**config.mk**
```make
export PLATFORM = sky130hd
export DESIGN_NAME = serial_subtractor16
export DESIGN_NICKNAME = d
export VERILOG_FILES = /design/src/rtl/serial_subtractor16_pkg.sv /design/src/rtl/serial_subtractor16_full_subtractor.sv /design/src/rtl/serial_subtractor16.sv
export SDC_FILE = /design/constraint.sdc
export NUM_CORES = 1
export LEC_CHECK = 0
export CAP_MARGIN = 0
export CORE_MARGIN = 1
export CORE_UTILIZATION = 59
export CTS_BUF_LIST = sky130_fd_sc_hd__clkbuf_8
export DETAILED_ROUTE_END_ITERATION = 10
export HOLD_SLACK_MARGIN = 0.15
export PLACE_DENSITY = 0.95
export SLEW_MARGIN = 20
export SYNTH_ARGS = -nofsm -noshare
export SYNTH_HDL_FRONTEND = slang
export SYNTH_SLANG_ARGS = --single-unit
```
**constraint.sdc**
```tcl
create_clock -name clk -period 3.1 [get_ports clk]
set_input_delay 0.775 -clock clk [delete_from_list [all_inputs] [get_ports clk]]
set_output_delay 0.775 -clock clk [all_outputs]
set_load 0.05 [all_outputs]
```
**src/rtl/serial_subtractor16_pkg.sv**
```systemverilog
// serial_subtractor16_pkg
// Shared definitions for the bit-serial subtractor:
//   WIDTH_DEF : default operand/result width
//   state_e   : 2-bit FSM state encoding (IDLE, SHIFT, DONE)
package serial_subtractor16_pkg;

  localparam int WIDTH_DEF = 16;

  typedef enum logic [1:0] {
    ST_IDLE  = 2'd0,
    ST_SHIFT = 2'd1,
    ST_DONE  = 2'd2
  } state_e;

endpackage

```
**src/rtl/serial_subtractor16_full_subtractor.sv**
```systemverilog
// full_subtractor
// One-bit subtractor cell: d = x - y - bin.
// Ports:
//   x, y : minuend / subtrahend bits
//   bin  : borrow in
//   d    : difference bit
//   bout : borrow out
module full_subtractor (
  input  logic x,
  input  logic y,
  input  logic bin,
  output logic d,
  output logic bout
);

  assign d    = x ^ y ^ bin;
  assign bout = (~x & y) | (~(x ^ y) & bin);

endmodule

```
**src/rtl/serial_subtractor16.sv**
```systemverilog
// serial_subtractor16
// Bit-serial subtractor: computes a - b - bin LSB-first, one bit per clock.
// Ports:
//   clk, rst_n        : clock, async active-low reset
//   start             : launch request, sampled only in IDLE
//   a, b, bin         : operands and borrow-in, captured on the accepting edge
//   diff, bout        : registered result and final borrow
//   sign, zero,
//   parity, ovf       : registered result flags
//   busy, done        : status; done pulses for one cycle with the result
//
//   state    | meaning
//   ---------+-----------------------------------------------
//   ST_IDLE  | waiting for start, results held
//   ST_SHIFT | one operand bit processed per edge, LSB first
//   ST_DONE  | one-cycle completion, returns to IDLE
module serial_subtractor16
  import serial_subtractor16_pkg::*;
#(
  parameter int WIDTH = WIDTH_DEF
) (
  input  logic             clk,
  input  logic             rst_n,
  input  logic             start,
  input  logic [WIDTH-1:0] a,
  input  logic [WIDTH-1:0] b,
  input  logic             bin,
  output logic [WIDTH-1:0] diff,
  output logic             bout,
  output logic             sign,
  output logic             zero,
  output logic             parity,
  output logic             ovf,
  output logic             busy,
  output logic             done
);

  localparam int CW = (WIDTH > 1) ? $clog2(WIDTH) : 1;
  localparam logic [CW-1:0] LAST_BIT = CW'(WIDTH - 1);

  state_e           state_q;
  logic [CW-1:0]    cnt_q;
  logic             borrow_q;
  logic [WIDTH-1:0] a_q;
  logic [WIDTH-1:0] b_q;
  logic [WIDTH-1:0] res_q;
  logic [WIDTH-1:0] res_d;
  logic [WIDTH-1:0] diff_q;
  logic             bout_q;
  logic             sign_q;
  logic             zero_q;
  logic             parity_q;
  logic             ovf_q;
  logic             busy_q;
  logic             done_q;

  logic fs_d;
  logic fs_bout;

  full_subtractor u_fs (
    .x    (a_q[0]),
    .y    (b_q[0]),
    .bin  (borrow_q),
    .d    (fs_d),
    .bout (fs_bout)
  );

  // Difference bits enter at the MSB so the word is aligned after WIDTH shifts.
  assign res_d = {fs_d, res_q[WIDTH-1:1]};

  always_ff @(posedge clk or negedge rst_n) begin
    if (!rst_n) begin
      state_q  <= ST_IDLE;
      cnt_q    <= '0;
      borrow_q <= 1'b0;
      a_q      <= '0;
      b_q      <= '0;
      res_q    <= '0;
      diff_q   <= '0;
      bout_q   <= 1'b0;
      sign_q   <= 1'b0;
      zero_q   <= 1'b1;
      parity_q <= 1'b1;
      ovf_q    <= 1'b0;
      busy_q   <= 1'b0;
      done_q   <= 1'b0;
    end else begin
      case (state_q)
        ST_IDLE: begin
          done_q <= 1'b0;
          if (start) begin
            a_q      <= a;
            b_q      <= b;
            borrow_q <= bin;
            cnt_q    <= '0;
            res_q    <= '0;
            busy_q   <= 1'b1;
            state_q  <= ST_SHIFT;
          end
        end
        ST_SHIFT: begin
          a_q      <= a_q >> 1;
          b_q      <= b_q >> 1;
          borrow_q <= fs_bout;
          res_q    <= res_d;
          if (cnt_q == LAST_BIT) begin
            state_q  <= ST_DONE;
            done_q   <= 1'b1;
            diff_q   <= res_d;
            bout_q   <= fs_bout;
            sign_q   <= res_d[WIDTH-1];
            zero_q   <= (res_d == '0);
            parity_q <= ~^res_d;
            // a_q[0]/b_q[0] hold the operand MSBs while the last bit is processed.
            ovf_q    <= (a_q[0] != b_q[0]) && (res_d[WIDTH-1] != a_q[0]);
          end else begin
            cnt_q <= cnt_q + CW'(1);
          end
        end
        ST_DONE: begin
          done_q  <= 1'b0;
          busy_q  <= 1'b0;
          state_q <= ST_IDLE;
        end
        default: begin
          done_q  <= 1'b0;
          busy_q  <= 1'b0;
          state_q <= ST_IDLE;
        end
      endcase
    end
  end

  assign diff   = diff_q;
  assign bout   = bout_q;
  assign sign   = sign_q;
  assign zero   = zero_q;
  assign parity = parity_q;
  assign ovf    = ovf_q;
  assign busy   = busy_q;
  assign done   = done_q;

endmodule

```
==> reports/results.txt, run 1 <==
The actual transition at the worst max-transition pin came out at 0.9258 ns. Setup repair after global routing left no endpoint under its margin. The total DRC errors in the routed layout is 0. In this run the deepest clock path goes through 2 buffers.

When the netlist entered floorplanning its net count stood at 372. The detailed router finished its first iteration with 134 violations. Along the worst path, the maximum fanout reaches 2. After synthesis, flip-flops and latches occupy 55.77% of the total area. After the last flow step, the layout net total stands at 424. The tree is rooted in a sky130_fd_sc_hd__clkbuf_8. STA classifies the critical path startpoint as a register. In the final layout, the share of cells above drive strength 1 is 6.021%. Of the total power, combinational logic draws 50.8%. The count of maximum capacitance violations is 0, and the final-report hold violation count is 0. The worst path in the final design needs a cycle of 2.433 ns, including I/O delays and setup. The biggest area contributor in the post-synthesis netlist is sky130_fd_sc_hd__dfrtp_1. The mean routed wirelength per cell came out at 13.69 um. In this run, synthesis produced a sequential element count of 76. In the final timing run, aggregate negative setup slack is 0 ns. The logs give 11,030 um for the first-pass GRT wire length and 3415 sq um for the cell area after technology mapping. The run gives 3 as the maximum level of the CTS H-tree. The critical path goes through clkdlybuf4s50_1. The leakage power figure came out at 1.987 nW. The number of enable-type register cells in the synthesized netlist was 0. For this run, the slowest stage of the critical path takes 0.79 ns.

Setup violations remaining at the end of the flow were counted as 0. The area added between synthesis and finish is 21.66%, and the share of async-settable or async-resettable flops after synthesis is 100.0%. Among all stages on the critical path, the largest delay is contributed by sky130_fd_sc_hd__clkdlybuf4s50_1. Entering global routing, the biggest net connects 77 pins. For this design the ratio of total power to cell area is 1165 nW/um^2. The share of total power dissipated in the clock network is 13.5%.

Of the total power, the share spent switching nets is 41.99%. Wires add up to 6215 um. For the post-CTS setup-driven buffer insertion count, the log shows 0.

Clock-pin slew was measured on the worst setup and hold paths at 0.07 ns. The logs give 4453 um for the HPWL reported at the end of detailed placement and 2.32 ns for the critical path required time. The number of antenna violations at the first check in global routing came out at 0. Count of placed standard cells including taps: 439. The share of Yosys cell area claimed by the top area cell type is 54.23%, and the switching power total is 0.002031 W.

The total track usage is 23.74%, and the clock skew is 0.005732 ns. Post-CTS repair changed the size of 0 cells. Headroom to the max-slew limit came out at 38.28%.

By area the synthesized netlist is led by sky130_fd_sc_hd__dfrtp_1 54%, sky130_fd_sc_hd__mux2i_1 9.1%, sky130_fd_sc_hd__nand2_1 8.1%. The critical path buffer and inverter count was 1; the register share of total power was 35.7%. The remaining antenna violation count after routing is 0, and the number of sinks on the clock net is 76. After synthesis, the most frequently instantiated cells are 74 x sky130_fd_sc_hd__dfrtp_1, 74 x sky130_fd_sc_hd__nand2_1, 38 x sky130_fd_sc_hd__o21ai_1. The congestion estimate from routability-driven global placement came to 0.7640. After clock tree synthesis, the flow added hold-fix buffers numbering 0.

The die width is 78.08 um. Once the floorplan was initialized, standard cells occupied 61.63% of the core. Distinct cell type count after synthesis: 30. The die covers 6096 sq um.

The top-level port count came out at 59. The run finished with clean final reports. The pre-antenna-repair detailed-routing pass consisted of 4 iterations.

The CTS buffer count was 9; the number of cell rows was 27. The vias per cell is 5.419. The residual overflow from global routing is 0, and the total power is 0.004838 W. STA classifies the critical path endpoint as an output port.

The final max-slew violation count was 0; the yosys synthesis warning count was 0. The tools report the cell internal power dissipation as 0.002807 W. The maximum clock rate is 411.1 MHz, and the core area is 5540 sq um. TritonCTS built the clock tree.

The top cell family by delay on the critical path was buffers and inverters. Final period utilization: 78.47%. The main flop type after synthesis is sky130_fd_sc_hd__dfrtp_1. The type of the most critical hold path is reg -> reg. The number of global-route vias before repair was 2,448. The y dimension of the die was 78.08 um.

The tools report the worst slack after detailed placement as 0.7975 ns. The repair_antennas step left the layout with diodes totalling 0. The worst-case vdd ir drop was 0.6292 mV; the count of mapped cells out of synthesis was 326.

Across all setup checks in the final design, the least slack found is 0.6674 ns. The count of cells in the finished layout, fillers not included, comes to 454. For the worst setup path, the data arrival time is 1.66 ns. The worst setup path is of the reg -> out kind. A synthesized cell averages 10.47 sq um. The clock reaches the later pin of the worst-skew pair after 0.34 ns. During placement, the flow inserted port buffers numbering 58.

The routed layout has 2,460 vias.
registers in the layout (all words and copies together), names as in the netlist:
name	count
a_q	16
b_q	16
diff	16
res_q	15
cnt_q	4
state_q	2
borrow_q	1
bout	1
busy	1
done	1
ovf	1
parity	1
zero	1
layer usage:
metal	up-vias	part of all wire, %	GRT usage, %	routed length, um
met2	78	50	38.33	3096
met4	0	1.8	10.37	114
met3	12	4.8	4.419	300
met1	1178	43	31.60	2702
met5	-	0	0	0
li1	1192	-	-	-
power groups by stage:
stage	clock network (W)	registers [W]	logic, W
global placement	0	0.00172	0.00236
floorplan	0	0.00215	0.00145
finish	0.000651	0.00173	0.00246
detailed placement	0	0.00175	0.00248
global route	0.000709	0.00179	0.00271
CTS	0.000663	0.00173	0.00249
logic make-up after synthesis:
kind of cell,count (synthesis),share of synthesized area [%]
adders and majority gates,10,3.884
and+or+nand+nor,94,11.54
buffers and inverters,36,5.899
DFF,76,55.77
xor gates and xnor gates,10,2.968
muxes,31,9.088
AOI/OAI and AO/OA,69,10.85
worst register-to-register path, stage by stage (launching register included):
cell and delay, ns:
sky130_fd_sc_hd__dfrtp_1 0.41, sky130_fd_sc_hd__fa_1 0.69, sky130_fd_sc_hd__xor2_1 0.22, sky130_fd_sc_hd__xnor2_1 0.18, sky130_fd_sc_hd__xnor2_1 0.09, sky130_fd_sc_hd__o21ai_0 0.17
path summary, 6_finish.rpt:
kind | start | slack, ns | endpoint | cells after the start
max in group asynchronous | rst_n | 1.94 | state_q[0] | 1
worst max register to register | borrow_q | 1.25 | parity | 5
worst max-delay path | parity | 0.67 | parity | 1
worst min register to register | res_q[10] | 0.48 | res_q[10] | 2
min in group asynchronous | rst_n | 0.58 | res_q[8] | 1
worst min-delay path | res_q[10] | 0.48 | res_q[10] | 2
metrics by stage:
step	instance area, sq um	utilization, %	hold WS, ns
floorplan	3415	-	0.4496
global placement	3985	71.93	0.4616
detailed placement	3985	71.93	0.4701
CTS	4154	74.98	0.4864
global route	4154	74.98	0.5160
finish	4154	74.98	0.4839
cells in the final DEF (no fill, tap or decap), types with 2 or more instances in the layout:
master / instances
sky130_fd_sc_hd__nand3_1: 6
sky130_fd_sc_hd__inv_1: 19
sky130_fd_sc_hd__xor2_1: 4
sky130_fd_sc_hd__o21ai_0: 26
sky130_fd_sc_hd__o21ai_1: 38
sky130_fd_sc_hd__a22o_1: 3
sky130_fd_sc_hd__clkbuf_8: 11
sky130_fd_sc_hd__clkdlybuf4s50_1: 57
sky130_fd_sc_hd__ha_1: 9
sky130_fd_sc_hd__nor2_1: 6
sky130_fd_sc_hd__dfstp_2: 2
sky130_fd_sc_hd__nand2_1: 74
sky130_fd_sc_hd__mux2i_1: 31
sky130_fd_sc_hd__clkinv_2: 2
sky130_fd_sc_hd__dfrtp_1: 74
sky130_fd_sc_hd__buf_4: 2
sky130_fd_sc_hd__xnor2_1: 5
final cells by class:
class                           instances  area, sq um
Fill cell                             396         1386
Multi-Input combinational cell        214         1321
Clock buffer                           11        151.4
Timing Repair Buffer                   60        605.6
Clock inverter                          4        17.52
Inverter                               17        63.81
Sequential cell                        76         1904
Tap cell                               72        90.09
No activity file was read; power rests on OpenSTA's default activity.
==> inputs of run 2 (changes only) <==
Settings changed: CORE_UTILIZATION 59 to 49, PLACE_DENSITY 0.95 to 0.86.
Clock period 3.1 ns to 2.15 ns, I/O delays scaled along.
==> run 2 against run 1 <==
  * Combinational power rose by 45%
  * Core utilization decreased by 13 points
  * Die area up 20%
  * Hold slack worse by 0.34 ns
  * Clock-buffer cell count is 2 lower
  * Sequential power up 43%
  * Via count down 4.3%
  * Clock power rose by 39%
  * First-iteration DRC count decreased by 17%
  * Global-route usage shrank 5.1 points
  * Highest routed layer unchanged
==> reports/results.txt, run 2 (synthesized netlist as in run 1, its figures left out) <==
The first routing iteration left 111 violations. The slowest stage of the critical path is the sky130_fd_sc_hd__clkdlybuf4s50_1 cell. Detailed placement ended at an HPWL of 4378 um. Clock tree synthesis selected as its root buffer the cell sky130_fd_sc_hd__clkbuf_8.

After floorplanning, the core was sized to cover 6756 sq um. The tools report the largest net degree at the start of global routing as 41. The tools report the die area as 7306 sq um. The floorplan step set the die width to 85.48 um. From bottom edge to top edge, the die measures 85.48 um. Traced cell by cell, the critical path runs through clkdlybuf4s50_1. The multi-input combinational cells in the finished layout cover a total of 1321 sq um.

The logs give 66.58% for the worst slew margin relative to its limit and 486.4 MHz for the maximum clock rate. The flow ran to the end, and the final reports show no timing, DRC or antenna violations. Delay of the slowest cell on the worst path: 0.81 ns.

The clock latency reported for the late side of the worst-skew pair came out at 0.35 ns. For the number of sinks on the clock net, the log shows 76. The number of antenna violations at the first check in global routing is 0. In the routed design, unresolved DRC markers number 0. In the final layout, the share of cells above drive strength 1 is 7.532%.

The clock passes through at most 2 buffers. The path class of the tightest hold or removal check is in -> async. Summing all flip-flop and latch instances after layout gives 1904 sq um.

The vias per cell works out to 5.060. Across the routed clock network, the largest skew measured is 0.008938 ns. Data on the critical path is required at its endpoint by 1.61 ns. The final-report hold violation count came out at 0. The biggest fanout along the worst timing path was 2; the total wire length was 6057 um. The final standard cell area without fillers came out at 4208 sq um. In this run the core area contains 30 standard-cell rows.

The mean routed wirelength per cell came out at 13.03 um. Across the VDD grid, the largest voltage drop is 0.5733 mV. Adding up every negative setup slack in the final design gives 0 ns. TritonCTS built the clock tree. The top cell family by delay on the critical path is buffers and inverters.

The final max-slew violation count is 0, and the via count is 2,353. For the residual overflow from global routing, the log shows 0. The final estimated routing congestion in global placement was 0.7244; the final period utilization was 95.62%. Setup violations remaining at the end of the flow were counted as 0. Setup repair after global routing left no endpoint under its margin. After clock tree synthesis, the clock-pin slew on the worst setup and hold paths is 0.08 ns. The total track usage was 18.59%; the count of maximum capacitance violations was 0.

The critical path is of the reg -> out type. The maximum level of the CTS H-tree came out at 3. The length of the first detailed-routing pass in iterations was 4; the CTS buffer count was 9. Initial core utilization: 50.54%. The worst setup path is launched from a register. After clock tree synthesis, the repair step resized 0 gates.

The leakage power figure is 2.003 nW. The top-level port count was 59. Measured in cells, the most critical reg-to-reg path has a length of 6. The post-CTS setup-driven buffer insertion count is 0, and the area added between synthesis and finish is 23.23%. The number of global-route vias before repair is 2,315. The first global-routing pass estimated 10,460 um of wire.

In the layout the commonest cells are 74 x sky130_fd_sc_hd__nand2_1, 74 x sky130_fd_sc_hd__dfrtp_1, 55 x sky130_fd_sc_hd__clkdlybuf4s50_1. In this run the remaining antenna-violating nets after routing total 0. The critical path buffer and inverter count works out to 1.

For the placement-stage cell area, the log shows 4050 sq um. Subtracting the final worst setup slack from the clock period gives 2.056 ns. STA classifies the critical path endpoint as an output port. Data on the critical path arrives at its endpoint at 1.52 ns. The number of fill cells in the layout is 567. The repair_antennas step left the layout with diodes totalling 0.

The port buffer count is 58. The tools report the worst reg2reg path startpoint as a_q[0]. The final layout contains 427 nets. In this run, post-CTS hold repair placed 0 buffers.

The worst register-to-register path ends at parity. Setup slack on the worst reg-to-reg path comes out at 0.39 ns. For the pin with the worst max-slew slack, the measured transition is 0.4998 ns.

The power density of the placed cells came out at 1653 nW/um^2.
==> run 2: changes by cell type in the layout (fill, tap and decap cells not counted) <==
cell                              delta
sky130_fd_sc_hd__clkinvlp_4          +2
sky130_fd_sc_hd__buf_4               +2
sky130_fd_sc_hd__buf_12              +3
sky130_fd_sc_hd__inv_1               -1
sky130_fd_sc_hd__clkbuf_8            -2
sky130_fd_sc_hd__clkinv_2            +1
sky130_fd_sc_hd__clkdlybuf4s50_1     -2
==> run 2: final cells by class <==
class                   count  share of cell area [%]
inverters                  17                   1.517
multi-input cells         214                   31.40
clock inverters             6                  0.8029
repair buffers             63                   15.70
clock buffers               9                   2.944
flip-flops and latches     76                   45.26
well taps                  80                   2.379
==> run 2: per-layer routing <==
layer	GRT usage [%]	wire length (um)	part of all wire, %
met1	23.73	2866	47
met2	30.55	2868	47
met3	4.086	240	4.0
met4	8.182	82	1.4
met5	0	0	0
==> run 2: per-stage QoR <==
stage | hold WS [ns] | setup slack [ns] | util [%] | power (W) | std cells
6_report | 0.1414 | 0.09421 | 62.28 | 0.006954 | 465
5_1_grt | 0.1687 | 0.02700 | 62.28 | 0.007461 | 465
3_5_place_dp | 0.4702 | 0.2853 | 59.94 | 0.006129 | 450
2_1_floorplan | 0.2419 | 0.5450 | - | 0.005183 | 326
4_1_cts | 0.1521 | 0.06559 | 62.28 | 0.007035 | 465
3_3_place_gp | 0.4619 | 0.3286 | 59.94 | 0.005973 | 450
==> run 2: worst max path at each step <==
| stage | start | endpoint | slack (ns) | cells after the start |
|---|---|---|---|---|
| floorplan | borrow_q | parity | 0.54 | 5 |
| global placement | start | b_q[11] | 0.33 | 5 |
| detailed placement | start | b_q[10] | 0.29 | 5 |
| CTS | diff[15] | diff[15] | 0.07 | 1 |
| global route | diff[15] | diff[15] | 0.03 | 1 |
| finish | busy | busy | 0.09 | 1 |
==> run 2: power breakdown <==
group	leakage (nW)	total [W]	switching, W	internal, W
clock	0.0821	0.000902	0.000501	0.000401
combinational	0.986	0.00357	0.00204	0.00153
sequential	0.934	0.00248	0.000385	0.00210
total	2.00	0.00695	0.00292	0.00403
==> inputs of run 3 (changes only) <==
Settings changed: CORE_UTILIZATION 49 to 55, CTS_CLUSTER_DIAMETER set to 30, PLACE_DENSITY 0.86 to 0.91.
Clock period 2.15 ns to 2.12 ns, I/O delays scaled along.
==> run 3 against run 2 <==
  * Final area increased by 2.3%
  * Hold slack improved by 0.34 ns
  * Non-clock buffer count increased by 5
  * Clock-buffer cell count increased by 1
  * Die area decreased by 11%
  * Setup slack got worse by 0.044 ns
  * Sequential share of layout area decreased by 1.0 points
  * Cell count increased by 0.22%
  * Critical path depth unchanged
  * Critical endpoint is now bout
  * Largest power group unchanged
==> reports/results.txt, run 3 (synthesized netlist as in run 1, its figures left out) <==
The clock latency reported for the late side of the worst-skew pair is 0.36 ns, and the placement-stage cell area is 4049 sq um. The remaining antenna violation count after routing is 0, and the final period utilization is 97.64%. The share of cells above drive strength 1 is 8.696%, and the first-pass GRT wire length is 11,390 um. The final net count is 432, and the die width is 80.79 um.

The number of global-route vias before repair is 2,437. The first TritonRoute pass finished after 4 iterations. Critical path buffer and inverter count: 1. The post-route minimum period is 2.070 ns. The top cell types in the final layout, fill and taps aside, are 74 x sky130_fd_sc_hd__nand2_1, 74 x sky130_fd_sc_hd__dfrtp_1, 54 x sky130_fd_sc_hd__clkdlybuf4s50_1. The congestion estimate from routability-driven global placement came to 0.7684. The final-report hold violation count was 0; the clock tree buffer depth was 2. The mean routed wirelength per cell is 14.41 um, and the number of antenna violations at the first check in global routing is 0.

Worst reg2reg path startpoint: res_q[10]. The area growth from synthesis to layout is 26.02%. The critical path starts at bout. The logs give 1.59 ns for the critical path required time and 28 for the number of cell rows.

For the total track usage, the log shows 23.64%. The tools report the type of origin of the critical path as a register. VDD sags by at most 1.189 mV.

The y dimension of the die is 80.79 um. After clock tree synthesis, the clock-pin slew on the worst setup and hold paths is 0.07 ns. In the final timing run, aggregate negative setup slack is 0 ns. The critical path goes through clkdlybuf4s50_1.

The tools report the die area as 6527 sq um. The residual overflow from global routing is 0. TritonCTS built the clock tree. The tools report the largest net degree at the start of global routing as 49. The critical path capture point type is an output port. The top-level port count came out at 59. For the count of maximum capacitance violations, the log shows 0. The region available for standard cell placement spans 5956 sq um. The worst setup path is of the reg -> out kind. The run gives 2,451 as the via count. The vias per cell is 5.260. For the pin with the worst max-slew slack, the measured transition is 0.5097 ns. The maximum clock rate came out at 483.1 MHz. Port buffer count: 58.

The path class of the tightest hold or removal check is reg -> reg. The cell family contributing the most delay on the critical path is buffers and inverters. For the number of antenna cells inserted, the log shows 0. The logs give 76 for the number of sinks on the clock net and 4734 um for the HPWL reported at the end of detailed placement.

The flow ran to the end, and the final reports show no timing, DRC or antenna violations. Cell with the largest stage delay on the worst path: sky130_fd_sc_hd__clkdlybuf4s50_1. The logs give 215 for the violation count after the first detailed-routing iteration and 65.92% for the worst slew margin relative to its limit. The power density of the placed cells came out at 1762 nW/um^2. The total wire length is 6716 um, and the delay of the slowest cell on the worst path is 0.81 ns.

The total DRC errors in the routed layout is 0. Setup repair after global routing left no endpoint under its margin. The run gives 1.54 ns as the data arrival time of the critical path. The run gives 0 as the final max-slew violation count. The worst hold path begins at diff[12].

Clock skew on the completed layout was measured at 0.01231 ns. The maximum level of the CTS H-tree was 3; the initial core utilization was 57.33%. Biggest fanout along the worst timing path: 2. The finished cells cover 4303 sq um. The final-report setup violation count was 0. The CTS buffer count came out at 9. The post-CTS setup-driven buffer insertion count is 0, and the internal reg-to-reg setup slack is 0.28 ns. In this run the static leakage power is 2.075 nW. The clock root buffer is sky130_fd_sc_hd__clkbuf_8.
run 3: report_power, final:
part           total (W)  switching, W  internal [W]  leakage, nW
Combinational    0.00372       0.00215       0.00156         1.01
Clock            0.00133      0.000528      0.000806        0.127
Sequential       0.00253      0.000402       0.00213        0.934
run 3: per-layer routing:
layer,up-vias,track usage [%],wire [um]
met5,-,0,0
met4,0,11.25,156
met3,15,4.607,263
met2,65,38.47,3305
met1,1169,30.52,2990
li1,1202,-,-
run 3: layout make-up:
| cell class | count | area, sq um |
|---|---|---|
| clock buffer | 10 | 137.6 |
| clock inverter | 6 | 103.9 |
| fill | 440 | 1653 |
| inverter | 17 | 63.81 |
| multi-input combinational | 214 | 1321 |
| sequential | 76 | 1904 |
| tap | 75 | 93.84 |
| timing repair buffer | 68 | 678.2 |
run 3: path summary, 6_finish.rpt:
check	to	cells past startpoint
max reg2reg	parity	6
min in group asynchronous	diff[6]	2
max in group asynchronous	b_q[8]	3
min	diff[12]	2
max	bout	1
min reg2reg	diff[12]	2
run 3: metrics by stage:
step	hold WS (ns)	setup WS (ns)	power [W]	util, %	instances
after CTS	0.4866	0.03100	0.007623	72.21	466
final	0.4812	0.04993	0.007581	72.25	466
after global routing	0.5088	0.005627	0.008077	72.25	466
after global placement	0.4618	0.3274	0.006037	67.98	449
after detailed placement	0.4698	0.2683	0.006236	67.98	449
after floorplan	0.2344	0.5150	0.005256	-	326
run 3: repair_timing:
action | CTS | global route
hold buffers | 1 | 0
hold endpoints to repair | 26 | 0
setup endpoints to repair | 0 | 1
gates resized for setup | 0 | 1
